===== config.mk =====
export PLATFORM = sky130hd
export DESIGN_NAME = controle_contagem_flat
export DESIGN_NICKNAME = d
export VERILOG_FILES = /design/src/rtl/controle_contagem_pkg.sv /design/src/rtl/controle_contagem_if.sv /design/src/rtl/controle_contagem_divisor_tick.sv /design/src/rtl/controle_contagem.sv /design/src/flat_wrapper.sv
export SDC_FILE = /design/constraint.sdc
export NUM_CORES = 1
export LEC_CHECK = 0
export CAP_MARGIN = 30
export CORE_MARGIN = 4
export CORE_UTILIZATION = 36
export DETAILED_ROUTE_END_ITERATION = 8
export SLEW_MARGIN = 20
export SYNTH_ARGS = -nofsm -noshare
export SYNTH_HDL_FRONTEND = slang
export SYNTH_HIERARCHICAL = 1
export SYNTH_SLANG_ARGS = --single-unit

===== constraint.sdc =====
create_clock -name clk -period 3 [get_ports clk]
set_clock_uncertainty 0.2 [all_clocks]
set_input_delay 0.45 -clock clk [delete_from_list [all_inputs] [get_ports clk]]
set_output_delay 0.45 -clock clk [all_outputs]
set_load 0.01 [all_outputs]

===== src/rtl/controle_contagem_pkg.sv =====
// rtl/controle_contagem_pkg.sv - shared types and constants for the countdown sequencer
package pkg_contagem;

    typedef enum logic [2:0] {
        IDLE,
        PRONTO,
        RUN,
        PAUSA,
        FIM
    } estado_t;

    typedef logic [6:0] valor_t;

    localparam valor_t MAX_VAL = 7'd99;
    localparam valor_t X_BLANK = 7'd0;

    function automatic valor_t sat_valor(input valor_t v);
        return (v > MAX_VAL) ? MAX_VAL : v;
    endfunction

endpackage


===== src/rtl/controle_contagem_if.sv =====
// rtl/controle_contagem_if.sv - button pulses in, decoder value/enable out
interface controle_contagem_if;
    import pkg_contagem::*;

    logic   load;
    valor_t valor;
    logic   start;
    logic   pause;
    logic   cancel;
    valor_t X;
    logic   EN;
    logic   fim;

    modport master (
        output load, valor, start, pause, cancel,
        input  X, EN, fim
    );

    modport slave (
        input  load, valor, start, pause, cancel,
        output X, EN, fim
    );

endinterface


===== src/rtl/controle_contagem_divisor_tick.sv =====
// rtl/controle_contagem_divisor_tick.sv - enabled modulo-DIV counter with one-cycle tick on wrap
module divisor_tick #(
    parameter int DIV = 4
) (
    input  logic clk,
    input  logic rst_n,
    input  logic clr,
    input  logic en,
    output logic tick
);

    localparam int W = (DIV > 1) ? $clog2(DIV) : 1;
    localparam logic [W-1:0] LAST = W'(DIV - 1);

    logic [W-1:0] cnt_q;
    logic [W-1:0] cnt_d;

    // Tick is combinational from the held count so the owner acts on the wrap edge itself.
    assign tick = en && !clr && (cnt_q == LAST);

    always_comb begin
        cnt_d = cnt_q;
        if (clr) begin
            cnt_d = '0;
        end else if (en) begin
            cnt_d = tick ? '0 : cnt_q + 1'b1;
        end
    end

    always_ff @(posedge clk or negedge rst_n) begin
        if (!rst_n) begin
            cnt_q <= '0;
        end else begin
            cnt_q <= cnt_d;
        end
    end

endmodule


===== src/rtl/controle_contagem.sv =====
// rtl/controle_contagem.sv - countdown FSM with pause/resume/cancel and blink-at-zero
module controle_contagem
    import pkg_contagem::*;
#(
    parameter int TICK_DIV  = 50_000_000,
    parameter int BLINK_DIV = 12_500_000,
    parameter int BLINK_N   = 6
) (
    input  logic                 clk,
    input  logic                 rst_n,
    controle_contagem_if.slave   bus
);

    localparam int HW = $clog2(BLINK_N + 1);
    localparam logic [HW-1:0] HLAST = HW'(BLINK_N - 1);

    estado_t       state_q, state_d;
    valor_t        x_q, x_d;
    logic          en_q, en_d;
    logic          fim_q, fim_d;
    logic [HW-1:0] half_q, half_d;

    valor_t valor_sat;
    logic   tick_cnt, tick_blink;
    logic   clr_cnt, clr_blink;
    logic   run_en, blink_en;

    assign valor_sat = sat_valor(bus.valor);
    assign run_en    = (state_q == RUN);
    assign blink_en  = (state_q == FIM);

    // Prescaler survives only across RUN<->PAUSA so resume continues the partial unit.
    assign clr_cnt   = bus.cancel
                     || ((state_q == PAUSA) && bus.load)
                     || !((state_q == RUN) || (state_q == PAUSA));
    assign clr_blink = bus.cancel || bus.load || (state_q != FIM);

    divisor_tick #(.DIV(TICK_DIV)) u_div_conta (
        .clk   (clk),
        .rst_n (rst_n),
        .clr   (clr_cnt),
        .en    (run_en),
        .tick  (tick_cnt)
    );

    divisor_tick #(.DIV(BLINK_DIV)) u_div_pisca (
        .clk   (clk),
        .rst_n (rst_n),
        .clr   (clr_blink),
        .en    (blink_en),
        .tick  (tick_blink)
    );

    always_comb begin
        state_d = state_q;
        x_d     = x_q;
        en_d    = en_q;
        fim_d   = 1'b0;
        half_d  = half_q;

        if (bus.cancel) begin
            state_d = IDLE;
            x_d     = X_BLANK;
            en_d    = 1'b0;
            half_d  = '0;
        end else begin
            case (state_q)
                IDLE: begin
                    if (bus.load) begin
                        state_d = PRONTO;
                        x_d     = valor_sat;
                        en_d    = 1'b1;
                    end
                end
                PRONTO: begin
                    if (bus.load) begin
                        x_d = valor_sat;
                    end else if (bus.start && (x_q != X_BLANK)) begin
                        state_d = RUN;
                    end
                end
                RUN: begin
                    // Terminal decrement beats a coincident pause.
                    if (tick_cnt && (x_q == 7'd1)) begin
                        state_d = FIM;
                        x_d     = X_BLANK;
                        fim_d   = 1'b1;
                        en_d    = 1'b1;
                        half_d  = '0;
                    end else begin
                        if (tick_cnt) begin
                            x_d = x_q - 7'd1;
                        end
                        if (bus.pause) begin
                            state_d = PAUSA;
                        end
                    end
                end
                PAUSA: begin
                    if (bus.load) begin
                        state_d = PRONTO;
                        x_d     = valor_sat;
                    end else if (bus.start) begin
                        state_d = RUN;
                    end
                end
                FIM: begin
                    if (bus.load) begin
                        state_d = PRONTO;
                        x_d     = valor_sat;
                        en_d    = 1'b1;
                        half_d  = '0;
                    end else if (tick_blink) begin
                        if (half_q == HLAST) begin
                            state_d = IDLE;
                            en_d    = 1'b0;
                            half_d  = '0;
                        end else begin
                            en_d   = !en_q;
                            half_d = half_q + 1'b1;
                        end
                    end
                end
                default: begin
                    state_d = IDLE;
                    x_d     = X_BLANK;
                    en_d    = 1'b0;
                    half_d  = '0;
                end
            endcase
        end
    end

    always_ff @(posedge clk or negedge rst_n) begin
        if (!rst_n) begin
            state_q <= IDLE;
            x_q     <= X_BLANK;
            en_q    <= 1'b0;
            fim_q   <= 1'b0;
            half_q  <= '0;
        end else begin
            state_q <= state_d;
            x_q     <= x_d;
            en_q    <= en_d;
            fim_q   <= fim_d;
            half_q  <= half_d;
        end
    end

    assign bus.X   = x_q;
    assign bus.EN  = en_q;
    assign bus.fim = fim_q;

endmodule


===== src/flat_wrapper.sv =====
// flat-port wrapper written by rule: the top's interface ports become plain ports
module controle_contagem_flat import pkg_contagem::*;
#(
    parameter int TICK_DIV  = 50_000_000,
    parameter int BLINK_DIV = 12_500_000,
    parameter int BLINK_N   = 6
)
  (clk, rst_n, bus_load, bus_valor, bus_start, bus_pause, bus_cancel, bus_X, bus_EN, bus_fim);
  controle_contagem_if bus_i ();
  input  logic clk;
  input  logic rst_n;
  input wire logic [$bits(bus_i.load)-1:0] bus_load;
  input wire logic [$bits(bus_i.valor)-1:0] bus_valor;
  input wire logic [$bits(bus_i.start)-1:0] bus_start;
  input wire logic [$bits(bus_i.pause)-1:0] bus_pause;
  input wire logic [$bits(bus_i.cancel)-1:0] bus_cancel;
  output wire logic [$bits(bus_i.X)-1:0] bus_X;
  output wire logic [$bits(bus_i.EN)-1:0] bus_EN;
  output wire logic [$bits(bus_i.fim)-1:0] bus_fim;
  assign bus_i.load = bus_load;
  assign bus_i.valor = bus_valor;
  assign bus_i.start = bus_start;
  assign bus_i.pause = bus_pause;
  assign bus_i.cancel = bus_cancel;
  assign bus_X = bus_i.X;
  assign bus_EN = bus_i.EN;
  assign bus_fim = bus_i.fim;
  controle_contagem #(.TICK_DIV(TICK_DIV), .BLINK_DIV(BLINK_DIV), .BLINK_N(BLINK_N)) u_core (.clk(clk), .rst_n(rst_n), .bus(bus_i));
endmodule

==> summary.md, run 1 <==
| Metric | Value |
|---|---|
| Status | `complete, no violations` |
| Yosys reg bits | `65` |
| R2R Path End | `u_core/half_q[0]$_DFFE_PN0P_` |
| Final Max Tran Viols | `0` |
| Syn_area_per_cell | `8.71 um^2` |
| Largest net degree at the start of global routing | `27` |
| Synth area leader | `dfrtp_1` |
| Slack of the worst reg-to-reg path | `0.17 ns` |
| Crit path launch type | `register` |
| Total negative slack | `0 ns` |
| Core Area | `11,600 um^2` |
| Clock H-tree levels | `3` |
| Gate count after technology mapping | `501` |
| CP Data Required Time | `3.01 ns` |
| CP max FO | `8` |
| GP Congestion | `0.858` |
| Clock Path Buffers | `2` |
| Total track usage | `17.7%` |
| Clock Sink Count | `65` |
| Diodes inserted | `0` |
| Area of the multi-input gates | `2570 um^2` |
| Fraction of layout cells with a size suffix above 1 | `15.0%` |
| Fillers | `1,160` |
| Leak | `0.00202 uW` |
| Synth-to-Final Area Change | `19.3%` |
| Synth warn | `6` |
| Final instance area | `5200 um^2` |
| Synth Flop Type | `dfrtp_1` |
| WL per Instance | `17.2 um` |
| Die Y-Extent | `118 um` |
| Ranking of synthesized cells by area | `dfrtp_1, nand2_1, a21oi_1, nor2_1, o21ai_0` |
| CTS tree | `built` |
| Syn_nets | `519` |
| Clk root buf | `clkbuf_16` |
| Final ANT Viol Nets | `0` |
| Pwr dens | `479 nW/um^2` |
| Worst VDD drop | `0.448 mV` |
| Via count | `4,179` |
| Highest clock rate | `353 MHz` |
| Final Hold Vio Count | `0` |
| Storage cell area | `1630 um^2` |
| Vias per cell | `6.05` |
| GRT Residual Overflow | `0` |
| IO Port Bufs | `21` |
| Max-Cap Viols | `0` |
| Synth unique cells | `77` |
| Fin crit period | `2.83 ns` |
| EDFF count, synth | `0` |
| Post-synth ARST share | `100%` |
| Rows | `39` |
| Arrival time at the worst endpoint | `2.84 ns` |
| Final HPWL DP | `8.49 mm` |
| Crit path capture type | `register` |
| Final setup violation count | `0` |
| Rel. slew slack | `44.7%` |
| Slew @ Worst Pin | `0.823 ns` |
| CP Class | `reg -> reg` |
| Vias in the first global route | `4,067` |
| Unrepaired setup endpoints after global routing | `false` |
| Post-synth top area share | `37.3%` |
| Initial core utilization | `37.6%` |
| Initial antenna violation count | `0` |
| CP Capture Point | `u_core/half_q[0]$_DFFE_PN0P_` |
| Drt first pass iters | `5` |
| Reg-to-Reg Start | `u_core/u_div_conta/cnt_q[10]$_DFFE_PN0P_` |
| R2R cell count | `9` |
| Total CTS buffers | `9` |
| First DRT Iteration DRCs | `239` |
| Hold WC Path Type | `reg -> reg` |
| Area after DPL | `4900 um^2` |
| Worst skew pair latency | `0.34 ns` |
| Wirelength, routed | `11.9 mm` |
| Post-synthesis sequential area ratio | `37.3%` |
| CTS clk-pin slew, worst paths | `0.06 ns` |
| Count leader, synth | `dfrtp_1` |
| Layout net count | `561` |
| Die area | `13,900 um^2` |
| Global-route wire length before repair | `20.6 mm` |
| Syn Std Cell Area | `4360 um^2` |
| Number of I/O pins | `22` |
| Post-synth top cells | `dfrtp_1, nand2_1, nor2_1` |
| DR DRC count | `0` |
| Die X | `118 um` |
| Fin crit share | `94.3%` |
| Setup crit start | `u_core/u_div_conta/cnt_q[10]$_DFFE_PN0P_` |
==> sequential cells by signal, indices dropped and copies added, names as in the netlist <==
register,count
u_core/u_div_pisca/cnt_q,24
u_core/u_div_conta/cnt_q,26
u_core/state_q,3
u_core/half_q,3
u_core/bus.EN,1
u_core/bus.X,7
u_core/bus.fim,1
==> cell type report <==
class / instances / area share [%]
Tap cell: 143 / 3.44
Clock inverter: 6 / 0.818
Timing Repair Buffer: 57 / 9.19
Sequential cell: 65 / 31.3
Inverter: 17 / 1.23
Multi-Input combinational cell: 393 / 49.5
Clock buffer: 10 / 4.59
==> critical path, stage by stage, from the launching register on <==
cell	delay (ns)
dfrtp_1	0.46
nor4bb_2	0.35
and4_4	0.33
nand2_1	0.13
nor3_2	0.22
and4bb_1	0.28
buf_4	0.16
a21o_1	0.19
nand2_1	0.07
mux2_1	0.31
==> power breakdown <==
part,switching (uW),total (uW),internal (uW)
clock,400,982,582
combinational,309,548,239
sequential,51.3,962,911
total,760,2490,1730
==> stage by stage <==
step | hold slack (ns) | worst slack (ns) | cells | total power (uW) | utilization, %
floorplan | -0.0456 | 0.0449 | 501 | 1300 | -
global placement | 0.249 | 0.158 | 674 | 1520 | 42.2
detailed placement | 0.254 | 0.0849 | 674 | 1520 | 42.2
CTS | 0.317 | 0.170 | 691 | 2530 | 44.7
global route | 0.346 | 0.00428 | 691 | 2620 | 44.8
finish | 0.324 | 0.170 | 691 | 2490 | 44.8
==> timing repair <==
action | CTS | global route
gates resized for setup | 0 | 1
endpoints found under the setup margin | 0 | 3
buffers inserted | 0 | 0
hold buffers | 1 | 0
hold endpoints to repair | 20 | 0
==> worst min-delay path by stage <==
| stage | startpoint | end | slack (ns) | cells past startpoint |
|---|---|---|---|---|
| 6_report | u_core/u_div_pisca/cnt_q[19]$_DFFE_PN0P_ | u_core/u_div_pisca/cnt_q[19]$_DFFE_PN0P_ | 0.32 | 1 |
| 5_1_grt | u_core/half_q[2]$_DFFE_PN0P_ | u_core/half_q[2]$_DFFE_PN0P_ | 0.35 | 1 |
| 4_1_cts | u_core/u_div_pisca/cnt_q[19]$_DFFE_PN0P_ | u_core/u_div_pisca/cnt_q[19]$_DFFE_PN0P_ | 0.32 | 1 |
| 3_5_place_dp | rst_n | u_core/u_div_conta/cnt_q[11]$_DFFE_PN0P_ | 0.25 | 1 |
| 3_3_place_gp | rst_n | u_core/u_div_conta/cnt_q[10]$_DFFE_PN0P_ | 0.25 | 1 |
| 2_1_floorplan | rst_n | u_core/bus.EN$_DFFE_PN0P_ | -0.05 | 0 |
==> kinds of logic after synthesis <==
group           Yosys count  synth area share, %
mux                       9                 2.15
xor+xnor                  5                 1.00
simple gates            236                 32.8
buf+inv                  43                 4.13
compound gates          138                 21.1
flops                    65                 37.3
fa+ha+maj                 5                 1.43
==> layer usage <==
metal / up-vias / share of wire (%) / global-route usage (%)
li1: 2021 / - / -
met1: 2048 / 46 / 23.2
met2: 91 / 48 / 28.4
met3: 19 / 4.6 / 4.61
met4: 0 / 1.7 / 5.79
met5: - / 0 / 0
==> cells in the final DEF (no fill, tap or decap), types with 7 or more instances in the layout <==
cell	synthesis	final
a21oi_1	35	35
a31oi_1	16	16
a32o_1	9	9
and3_1	8	8
and4_1	7	7
buf_4	0	35
clkbuf_16	0	9
clkdlybuf4s50_1	0	20
dfrtp_1	65	65
inv_1	16	16
nand2_1	51	51
nand3_1	22	22
nand4_1	19	19
nor2_1	38	38
nor3_1	16	15
nor4_1	10	10
o21ai_0	24	24
No activity file was read; power rests on OpenSTA's default activity.
==> inputs of run 2 (changes only) <==
Settings changed: ABC_CLOCK_PERIOD_IN_PS from default to 3000, SLEW_MARGIN 20 to default.
==> results of run 2 <==
The final DEF is identical to that of run 1; final timing and power are the same.
